<file path="src/rtl/vga_line_feeder.sv">
// vga_line_feeder: on each display line request, writes exactly H_ACTIVE RGB565 words from a
// ready/valid source, padding gaps with FILL_COLOR. Define VGA_FEEDER_BARS_EN for the colour-bar self-test.
module vga_line_feeder #(
  parameter int unsigned H_ACTIVE   = 640,
  parameter int unsigned V_ACTIVE   = 480,
  parameter logic [15:0] FILL_COLOR = 16'h0000
) (
  input  logic        clk,
  input  logic        rst_n,
  input  logic [10:0] iTag,
  input  logic [15:0] iSrcData,
  input  logic        iSrcValid,
  output logic        oSrcReady,
  input  logic        iPatSel,
  input  logic        iClr,
  output logic        oEn,
  output logic [15:0] oData,
  output logic        oUnderflow,
  output logic        oOverrun
);

  typedef enum logic [1:0] {
    S_IDLE = 2'd0,
    S_FILL = 2'd1,
    S_DONE = 2'd2
  } state_t;

  localparam logic [9:0]  LAST_WORD = 10'(H_ACTIVE - 1);
  localparam logic [10:0] Y_LIMIT   = 11'(V_ACTIVE);

  logic [10:0] r_tag_s1;
  logic [10:0] r_tag_s2;
  logic        r_req_s3;
  state_t      r_state;
  state_t      w_state_nxt;
  logic [9:0]  r_word_cnt;
  logic        r_en;
  logic [15:0] r_data;
  logic        r_underflow;
  logic        r_overrun;

  logic        w_req;
  logic        w_start;
  logic        w_ovr_set;
  logic        w_in_fill;
  logic        w_last;
  logic        w_bars;
  logic [15:0] w_word;
  logic        w_word_missing;

  // iTag is asynchronous; only bit 10 needs the extra stage for edge detection
  always_ff @(posedge clk or negedge rst_n) begin
    if (!rst_n) begin
      r_tag_s1 <= '0;
      r_tag_s2 <= '0;
      r_req_s3 <= 1'b0;
    end else begin
      r_tag_s1 <= iTag;
      r_tag_s2 <= r_tag_s1;
      r_req_s3 <= r_tag_s2[10];
    end
  end

  assign w_req     = r_tag_s2[10] & ~r_req_s3;
  assign w_in_fill = (r_state == S_FILL);
  assign w_last    = (r_word_cnt == LAST_WORD);

  always_ff @(posedge clk or negedge rst_n) begin
    if (!rst_n) begin
      r_state <= S_IDLE;
    end else begin
      r_state <= w_state_nxt;
    end
  end

  always_comb begin
    w_state_nxt = r_state;
    w_start     = 1'b0;
    w_ovr_set   = 1'b0;
    case (r_state)
      S_IDLE: begin
        if (w_req && ({1'b0, r_tag_s2[9:0]} < Y_LIMIT)) begin
          w_start     = 1'b1;
          w_state_nxt = S_FILL;
        end
      end
      S_FILL: begin
        w_ovr_set = w_req;
        if (w_last) begin
          w_state_nxt = S_DONE;
        end
      end
      S_DONE: begin
        w_ovr_set   = w_req;
        w_state_nxt = S_IDLE;
      end
      default: begin
        w_state_nxt = S_IDLE;
      end
    endcase
  end

  always_ff @(posedge clk or negedge rst_n) begin
    if (!rst_n) begin
      r_word_cnt <= '0;
    end else if (w_start) begin
      r_word_cnt <= '0;
    end else if (w_in_fill && !w_last) begin
      r_word_cnt <= r_word_cnt + 10'd1;
    end
  end

`ifdef VGA_FEEDER_BARS_EN
  localparam int unsigned BAR_W    = H_ACTIVE / 8;
  localparam logic [9:0]  BAR_LAST = (BAR_W == 0) ? 10'd0 : 10'(BAR_W - 1);
  localparam logic [3:0]  BAR_IDX0 = (BAR_W == 0) ? 4'd8 : 4'd0;

  logic        r_bars;
  logic [9:0]  r_bar_cnt;
  logic [3:0]  r_bar_idx;
  logic [15:0] w_bar_color;

  // Bar index tracked with a segment counter instead of dividing the word count;
  // index 8 covers the remainder words past the eighth bar.
  always_ff @(posedge clk or negedge rst_n) begin
    if (!rst_n) begin
      r_bars    <= 1'b0;
      r_bar_cnt <= '0;
      r_bar_idx <= '0;
    end else if (w_start) begin
      r_bars    <= iPatSel;
      r_bar_cnt <= '0;
      r_bar_idx <= BAR_IDX0;
    end else if (w_in_fill && (r_bar_idx < 4'd8)) begin
      if (r_bar_cnt == BAR_LAST) begin
        r_bar_cnt <= '0;
        r_bar_idx <= r_bar_idx + 4'd1;
      end else begin
        r_bar_cnt <= r_bar_cnt + 10'd1;
      end
    end
  end

  always_comb begin
    w_bar_color = 16'h0000;
    case (r_bar_idx)
      4'd0:    w_bar_color = 16'hFFFF;
      4'd1:    w_bar_color = 16'hFFE0;
      4'd2:    w_bar_color = 16'h07FF;
      4'd3:    w_bar_color = 16'h07E0;
      4'd4:    w_bar_color = 16'hF81F;
      4'd5:    w_bar_color = 16'hF800;
      4'd6:    w_bar_color = 16'h001F;
      default: w_bar_color = 16'h0000;
    endcase
  end

  assign w_bars         = r_bars;
  assign w_word         = r_bars ? w_bar_color : (iSrcValid ? iSrcData : FILL_COLOR);
  assign w_word_missing = ~r_bars & ~iSrcValid;
`else
  logic w_unused_patsel;

  assign w_unused_patsel = iPatSel;
  assign w_bars          = 1'b0;
  assign w_word          = iSrcValid ? iSrcData : FILL_COLOR;
  assign w_word_missing  = ~iSrcValid;
`endif

  assign oSrcReady = w_in_fill & ~w_bars;

  // A set event in the same cycle as iClr keeps the flag set
  always_ff @(posedge clk or negedge rst_n) begin
    if (!rst_n) begin
      r_en        <= 1'b0;
      r_data      <= '0;
      r_underflow <= 1'b0;
      r_overrun   <= 1'b0;
    end else begin
      r_en <= w_in_fill;
      if (w_in_fill) begin
        r_data <= w_word;
      end
      if (w_in_fill && w_word_missing) begin
        r_underflow <= 1'b1;
      end else if (iClr) begin
        r_underflow <= 1'b0;
      end
      if (w_ovr_set) begin
        r_overrun <= 1'b1;
      end else if (iClr) begin
        r_overrun <= 1'b0;
      end
    end
  end

  assign oEn        = r_en;
  assign oData      = r_data;
  assign oUnderflow = r_underflow;
  assign oOverrun   = r_overrun;

endmodule
</file>
<file path="config.mk">
export PLATFORM = sky130hd
export DESIGN_NAME = vga_line_feeder
export DESIGN_NICKNAME = d
export VERILOG_FILES = /design/src/rtl/vga_line_feeder.sv
export SDC_FILE = /design/constraint.sdc
export NUM_CORES = 1
export LEC_CHECK = 0
export CAP_MARGIN = 5
export CORE_MARGIN = 2
export CORE_UTILIZATION = 46
export DETAILED_ROUTE_END_ITERATION = 6
export HOLD_SLACK_MARGIN = 0.15
export PLACE_DENSITY = 0.78
export SETUP_SLACK_MARGIN = 0.4
export SYNTH_ARGS = -nofsm -noshare
export SYNTH_HDL_FRONTEND = slang
export SYNTH_SLANG_ARGS = --single-unit
</file>
<file path="constraint.sdc">
create_clock -name clk -period 1.8 [get_ports clk]
set_input_delay 0.36 -clock clk [delete_from_list [all_inputs] [get_ports clk]]
set_output_delay 0.36 -clock clk [all_outputs]
set_load 0.01 [all_outputs]
</file>
==> out/qor.csv, run 1 <==
stage,metric,value,unit
outcome,outcome,completed,
cells_and_area,Layout area overhead,48.2,%
logic_synthesis,total number of yosys warnings,0,
sta,RSZ-0062 raised after global routing,true,
sta,Final Hold Viols,0,
grt,vias in the first global route,1268,
sta,total negative slack,0,ns
logic_synthesis,Area contributors post-synth,"dfrtp_1 (64%), a22o_1 (8.1%), ha_1 (2.9%)",
setup_path,R2R setup slack,0.27,ns
logic_synthesis,sequential area share after synthesis,63.7,%
logic_synthesis,Async SR Flop Fraction,100,%
clock_tree,Inserted Clock Buffers,5,
logic_synthesis,top-area cell type share of the netlist area,63.7,%
logic_synthesis,Synth top cells by count,"dfrtp_1 (44), a22o_1 (16), nor2_1 (9), nand2_1 (6)",
grt,largest net degree at the start of global routing,45,
setup_path,RR Startpoint,r_state[1]$_DFFE_PN0P_,
setup_path,Setup CP Type,reg -> reg,
place,HPWL after DPL,2.31,mm
sta,Worst Tran Pin Value,0.430,ns
cells_and_area,multi-input logic area,659,µm²
clock_tree,Max Root-Sink Buffers,2,
power,Power per Cell Area,1250,nW/µm²
setup_path,Startpoint Class,flip-flop,
power,fraction of power consumed by sequential logic,42.3,%
logic_synthesis,syn nets,165,
hold_path,HP Class,reg -> reg,
clock_tree,htree depth,2,
floorplanning,Initial Utilization,47.6,%
sta,Final min period,1.53,ns
run,maximum capacitance violations,0,
routing,number of DRC markers in iteration 0,54,
setup_path,Critical Path End,r_state[1]$_DFFE_PN0P_,
power,leakage,1.18,nW
setup_path,worst path arrival time,1.72,ns
grt,global-route wire length before repair,5.73,mm
floorplanning,DIE WIDTH,65.3,µm
logic_synthesis,largest area contributor in the netlist,dfrtp_1,
logic_synthesis,Mapped Area,1730,µm²
logic_synthesis,"count leader, synth",dfrtp_1,
sta,hold_ws,0.352,ns
routing,routed via count,1299,
clock_tree,root buffer cell,clkbuf_8,
setup_path,Worst R2R Path Depth,7,
sta,fin crit share,85.0,%
sta,relative slew slack,71.3,%
routing,DR vias/cell,5.30,
routing,DRC viols,0,
routing,antenna-violating nets left,0,
setup_path,CP Capture Type,flip-flop,
power,sw frac,29.8,%
grt,GRT Overall Usage,17.9,%
sta,fmax,653,MHz
grt,initial antenna violation count,0,
floorplanning,standard-cell row count,22,
floorplanning,die height,65.3,µm
power,switching power,0.957,mW
routing,first-pass detailed-route iteration total,4,
clock_tree,clk_lat worst skew,0.29,ns
clock_tree,clock-pin slew on the worst setup and hold paths,0.08,ns
setup_path,reg2reg end,r_state[1]$_DFFE_PN0P_,
logic_synthesis,ys flop type,dfrtp_1,
place,GPL Wtd Cong,0.844,
setup_path,critical path data required time,1.99,ns
floorplanning,I/O Pins,52,
cells_and_area,register area,1100,µm²
logic_synthesis,Cell variety after synth,36,
power,Pint,2.26,mW
routing,final wirelength,3.66,mm
sta,final setup violation count,0,
logic_synthesis,syn avg cell area,13.4,µm²
power,Combinational Power Share,33.3,%
logic_synthesis,synthesized flop and latch total,44,
power,clock share of power,24.4,%
place,DP Area,2250,µm²
setup_path,critical-path maximum fanout,6,
place,port buffer count,45,
grt,GR Overflow Total,0,
setup_path,Worst Setup SP,r_state[1]$_DFFE_PN0P_,
cells_and_area,fillcell total,252,
power,maximum vdd drop,0.913,mV
cells_and_area,share of layout cells above drive strength 1,26.4,%
cells_and_area,Finished Cell Area,2560,µm²
clock_tree,CTS sink count,44,
hold_path,min-delay src,r_tag_s1[10]$_DFF_PN0_,
sta,Final Skew,0.00576,ns
logic_synthesis,Cells after Synth,129,
routing,Routed WL per cell,14.9,µm
cells_and_area,NumNets Final,232,
floorplanning,die area,4260,µm²
logic_synthesis,"EDFF count, synth",0,
sta,Final Max Tran Viols,0,
cells_and_area,n_diodes,0,
clock_tree,TritonCTS clock tree,built,
floorplanning,Core Box Area,3630,µm²
-- metrics by stage --
stage | utilization, % | std cells | power [mW] | setup slack [ns]
5_1_grt | 70.5 | 245 | 3.38 | 0.236
3_5_place_dp | 62.0 | 220 | 2.36 | 0.134
6_report | 70.5 | 245 | 3.21 | 0.270
3_3_place_gp | 62.0 | 220 | 2.32 | 0.237
4_1_cts | 66.9 | 233 | 3.07 | 0.272
2_1_floorplan | - | 129 | 1.86 | 0.359
-- cell families after synthesis --
group	synth area share, %
XOR/XNOR	3.04
adder cells (fa/ha/maj)	2.90
buffers and inverters	2.97
AND/OR/NAND/NOR	9.99
AO/OA/AOI/OAI	15.9
multiplexers	1.45
flip-flops	63.7
-- sequential cells by signal (all words and copies together) (netlist names) --
signal	count
r_req_s3	1
oOverrun	1
oEn	1
r_word_cnt	10
r_state	2
r_tag_s2	6
oData	16
r_tag_s1	6
oUnderflow	1
-- worst max-delay path, stage by stage, from the launching register on --
cell and delay, ns:
dfrtp_1 0.40, inv_2 0.08, ha_4 0.16, buf_4 0.13, inv_2 0.05, a31oi_4 0.24
a21oi_2 0.06, mux2_4 0.30
-- cells in the final DEF, fill, tap and decap left out, types with 3 or more instances in the layout --
master and instances:
dfrtp_1 43, clkdlybuf4s50_1 24, dlygate4sd2_1 19, a22o_1 16, buf_4 16, nor2_1 9
clkbuf_8 6, nand2_1 5, xnor2_1 5, inv_1 4, nand4_1 3, a211oi_2 3
buf_6 3
-- how the worst min path moves through the flow --
stage                              to  slack [ns]  cells after the start
5_1_grt         r_tag_s2[8]$_DFF_PN0_        0.37                      0
3_5_place_dp   r_tag_s2[10]$_DFF_PN0_        0.34                      0
2_1_floorplan    oData[0]$_DFFE_PN0N_        0.06                      0
6_report       r_tag_s2[10]$_DFF_PN0_        0.35                      0
3_3_place_gp   r_tag_s2[10]$_DFF_PN0_        0.33                      0
4_1_cts        r_tag_s2[10]$_DFF_PN0_        0.35                      0
-- routing by layer --
layer / part of all wire [%] / global-route usage, %
met5: 0 / 0
met4: 2.7 / 5.47
met3: 6.0 / 6.16
met2: 51 / 29.1
met1: 40 / 22.8
-- power groups by stage --
| stage | registers [mW] | logic (mW) | clock network [mW] |
|---|---|---|---|
| 4_1_cts | 1.35 | 0.934 | 0.785 |
| 3_3_place_gp | 1.36 | 0.962 | 0 |
| 6_report | 1.36 | 1.07 | 0.783 |
| 3_5_place_dp | 1.37 | 0.994 | 0 |
| 5_1_grt | 1.39 | 1.16 | 0.832 |
| 2_1_floorplan | 1.42 | 0.435 | 0 |
-- layout make-up --
type | instances | share of cell area, %
Tap cell | 48 | 2.34
Inverter | 6 | 0.879
Clock inverter | 2 | 1.51
Clock buffer | 6 | 3.22
Sequential cell | 44 | 43.0
Timing Repair Buffer | 65 | 23.3
Multi-Input combinational cell | 74 | 25.7
-- repair_timing --
item                       4_1_cts  5_1_grt
hold buffers                     1        0
hold endpoints to repair        44        0
gates resized for setup         32       14
setup buffers                    4       12
pin swaps                        5        9
setup endpoints to repair       44       16
(Power assumes the default switching activity.)
==> run 2: changes to the inputs <==
- CORE_UTILIZATION: 46 -> 49
- PLACE_DENSITY: 0.78 -> 0.83
- clock period: 1.8 -> 1.97 ns (I/O delays scaled with it)
==> run 2 against run 1 <==
Die area shrank 5.8%. Critical path type unchanged. Cell area shrank 3.8%. Final cell count shrank 3.7%. Largest power group unchanged. Utilization grew 2.8 points. Non-clock buffer count shrank 6. Total power shrank 11%. Clock skew grew 0.0021 ns. Sequential cell count is the same. Sequential power shrank 9.6%. Fmax shrank 6.2%.
==> out/qor.csv, run 2 (synthesis gave the netlist of run 1 again) <==
stage,metric,value,unit,change
power,clock share of power,23.3,%,was 24.4%
sta,final setup violation count,0,,unchanged
run,maximum capacitance violations,0,,unchanged
clock_tree,htree depth,2,,unchanged
clock_tree,root buffer cell,clkbuf_4,,was clkbuf_8
routing,DRC viols,0,,unchanged
cells_and_area,share of layout cells above drive strength 1,20.5,%,was 26.4%
floorplanning,Core Box Area,3360,µm²,was 3630 µm²
grt,GRT Overall Usage,19.7,%,was 17.9%
cells_and_area,Largest register FFs,16,,unchanged
routing,final wirelength,3.60,mm,was 3.66 mm
routing,antenna-violating nets left,0,,unchanged
setup_path,critical path data required time,2.25,ns,was 1.99 ns
setup_path,RR Startpoint,r_state[1]$_DFFE_PN0P_,,unchanged
grt,vias in the first global route,1275,,was 1268
routing,first-pass detailed-route iteration total,5,,was 4
sta,Final Skew,0.00791,ns,was 0.00576 ns
setup_path,R2R setup slack,0.34,ns,was 0.27 ns
floorplanning,DIE WIDTH,63.4,µm,was 65.3 µm
setup_path,reg2reg end,r_word_cnt[9]$_DFFE_PN0P_,,was r_state[1]$_DFFE_PN0P_
floorplanning,die area,4020,µm²,was 4260 µm²
setup_path,CP Capture Type,flip-flop,,unchanged
cells_and_area,"commonest non-fill, non-tap cells in the layout","dfrtp_1 (44), clkdlybuf4s50_1 (24), dlygate4sd2_1 (19)",,"was dfrtp_1 (43), clkdlybuf4s50_1 (24), dlygate4sd2_1 (19)"
power,Combinational Power Share,33.3,%,about the same
sta,total negative slack,0,ns,unchanged
clock_tree,clk_lat worst skew,0.36,ns,was 0.29 ns
setup_path,Worst Setup SP,r_state[1]$_DFFE_PN0P_,,unchanged
power,leakage,1.14,nW,was 1.18 nW
floorplanning,I/O Pins,52,,unchanged
floorplanning,die height,63.4,µm,was 65.3 µm
power,Pint,2.01,mW,was 2.26 mW
routing,Routed WL per cell,15.3,µm,was 14.9 µm
clock_tree,Inserted Clock Buffers,5,,unchanged
sta,Worst Tran Pin Value,0.528,ns,was 0.430 ns
cells_and_area,Layout area overhead,42.6,%,was 48.2%
grt,largest net degree at the start of global routing,45,,unchanged
clock_tree,clock-pin slew on the worst setup and hold paths,0.12,ns,was 0.08 ns
sta,Final min period,1.63,ns,was 1.53 ns
cells_and_area,NumNets Final,226,,was 232
place,GPL Wtd Cong,0.742,,was 0.844
floorplanning,Initial Utilization,51.4,%,was 47.6%
cells_and_area,"most common cell after layout, fill and taps aside",dfrtp_1,,unchanged
clock_tree,CTS sink count,44,,unchanged
grt,GR Overflow Total,0,,unchanged
sta,fin crit share,82.8,%,was 85.0%
cells_and_area,fillcell total,257,,was 252
setup_path,Worst R2R Path Depth,7,,unchanged
power,Power per Cell Area,1160,nW/µm²,was 1250 nW/µm²
outcome,outcome,completed,,unchanged
sta,RSZ-0062 raised after global routing,true,,unchanged
setup_path,Startpoint Class,flip-flop,,unchanged
routing,DR vias/cell,5.25,,was 5.30
place,port buffer count,45,,unchanged
floorplanning,standard-cell row count,21,,was 22
setup_path,Setup CP Type,reg -> reg,,unchanged
setup_path,worst path arrival time,1.92,ns,was 1.72 ns
hold_path,HP Class,reg -> reg,,unchanged
power,sw frac,29.5,%,was 29.8%
power,fraction of power consumed by sequential logic,43.3,%,was 42.3%
power,switching power,0.841,mW,was 0.957 mW
place,HPWL after DPL,2.42,mm,was 2.31 mm
routing,number of DRC markers in iteration 0,45,,was 54
grt,global-route wire length before repair,6.02,mm,was 5.73 mm
sta,relative slew slack,64.8,%,was 71.3%
cells_and_area,n_diodes,0,,unchanged
setup_path,critical-path maximum fanout,4,,was 6
sta,fmax,613,MHz,was 653 MHz
grt,initial antenna violation count,0,,unchanged
cells_and_area,post-layout util,73.3,%,was 70.5%
setup_path,Critical Path End,r_word_cnt[9]$_DFFE_PN0P_,,was r_state[1]$_DFFE_PN0P_
sta,Final Hold Viols,0,,unchanged
routing,routed via count,1238,,was 1299
power,Power Total,2.85,mW,was 3.21 mW
clock_tree,TritonCTS clock tree,built,,unchanged
sta,hold_ws,0.361,ns,was 0.352 ns
sta,Final Max Tran Viols,0,,unchanged
clock_tree,Max Root-Sink Buffers,2,,unchanged
power,maximum vdd drop,0.671,mV,was 0.913 mV
[run 2: per-stage QoR]
stage | std cells | cell area (µm²) | setup slack [ns]
6_report | 236 | 2460 | 0.338
5_1_grt | 236 | 2460 | 0.280
4_1_cts | 231 | 2390 | 0.302
3_3_place_gp | 218 | 2230 | 0.286
2_1_floorplan | 129 | 1730 | 0.429
3_5_place_dp | 218 | 2230 | 0.256
[run 2: layout make-up]
class | count | area, µm² | share of cell area (%)
multi-input combinational | 74 | 627 | 25.4
sequential | 44 | 1100 | 44.7
timing repair buffer | 59 | 546 | 22.1
tap | 46 | 57.6 | 2.34
clock inverter | 2 | 60.1 | 2.44
clock buffer | 5 | 37.5 | 1.52
inverter | 6 | 35.0 | 1.42
[run 2: what timing repair did]
action,4_1_cts,5_1_grt
endpoints found under the setup margin,26,10
gates resized for setup,31,6
buffers inserted,5,5
hold endpoints to repair,44,0
pin swaps,2,1
hold buffers,1,0
[run 2: worst max-delay path, stage by stage, from the launching register on]
cell     delay (ns)
dfrtp_1        0.41
inv_2          0.08
ha_4           0.13
buf_6          0.11
and3_4         0.19
nand2_2        0.06
or4_4          0.42
a21oi_2        0.16
[run 2: routing by layer]
layer	track usage, %	wire, µm
met5	0	0
met4	7.07	86
met3	6.96	205
met2	30.8	1790
met1	25.5	1520
[run 2: power by group through the flow]
stage                     Sequential, mW  Clock [mW]  Combinational, mW
after global placement              1.24           0              0.863
after detailed placement            1.25           0              0.900
after floorplan                     1.29           0              0.389
final                               1.23       0.665              0.950
after global routing                1.26       0.714               1.04
after CTS                           1.23       0.679              0.861
[run 2: how the worst min path moves through the flow]
stage	start	endpoint	slack, ns	depth (start not counted)
2_1_floorplan	rst_n	oData[0]$_DFFE_PN0N_	0.1	0
3_3_place_gp	r_tag_s1[10]$_DFF_PN0_	r_tag_s2[10]$_DFF_PN0_	0.33	0
3_5_place_dp	r_tag_s1[6]$_DFF_PN0_	r_tag_s2[6]$_DFF_PN0_	0.34	0
4_1_cts	r_tag_s1[6]$_DFF_PN0_	r_tag_s2[6]$_DFF_PN0_	0.37	0
5_1_grt	r_tag_s1[6]$_DFF_PN0_	r_tag_s2[6]$_DFF_PN0_	0.37	0
6_report	r_tag_s1[6]$_DFF_PN0_	r_tag_s2[6]$_DFF_PN0_	0.36	0
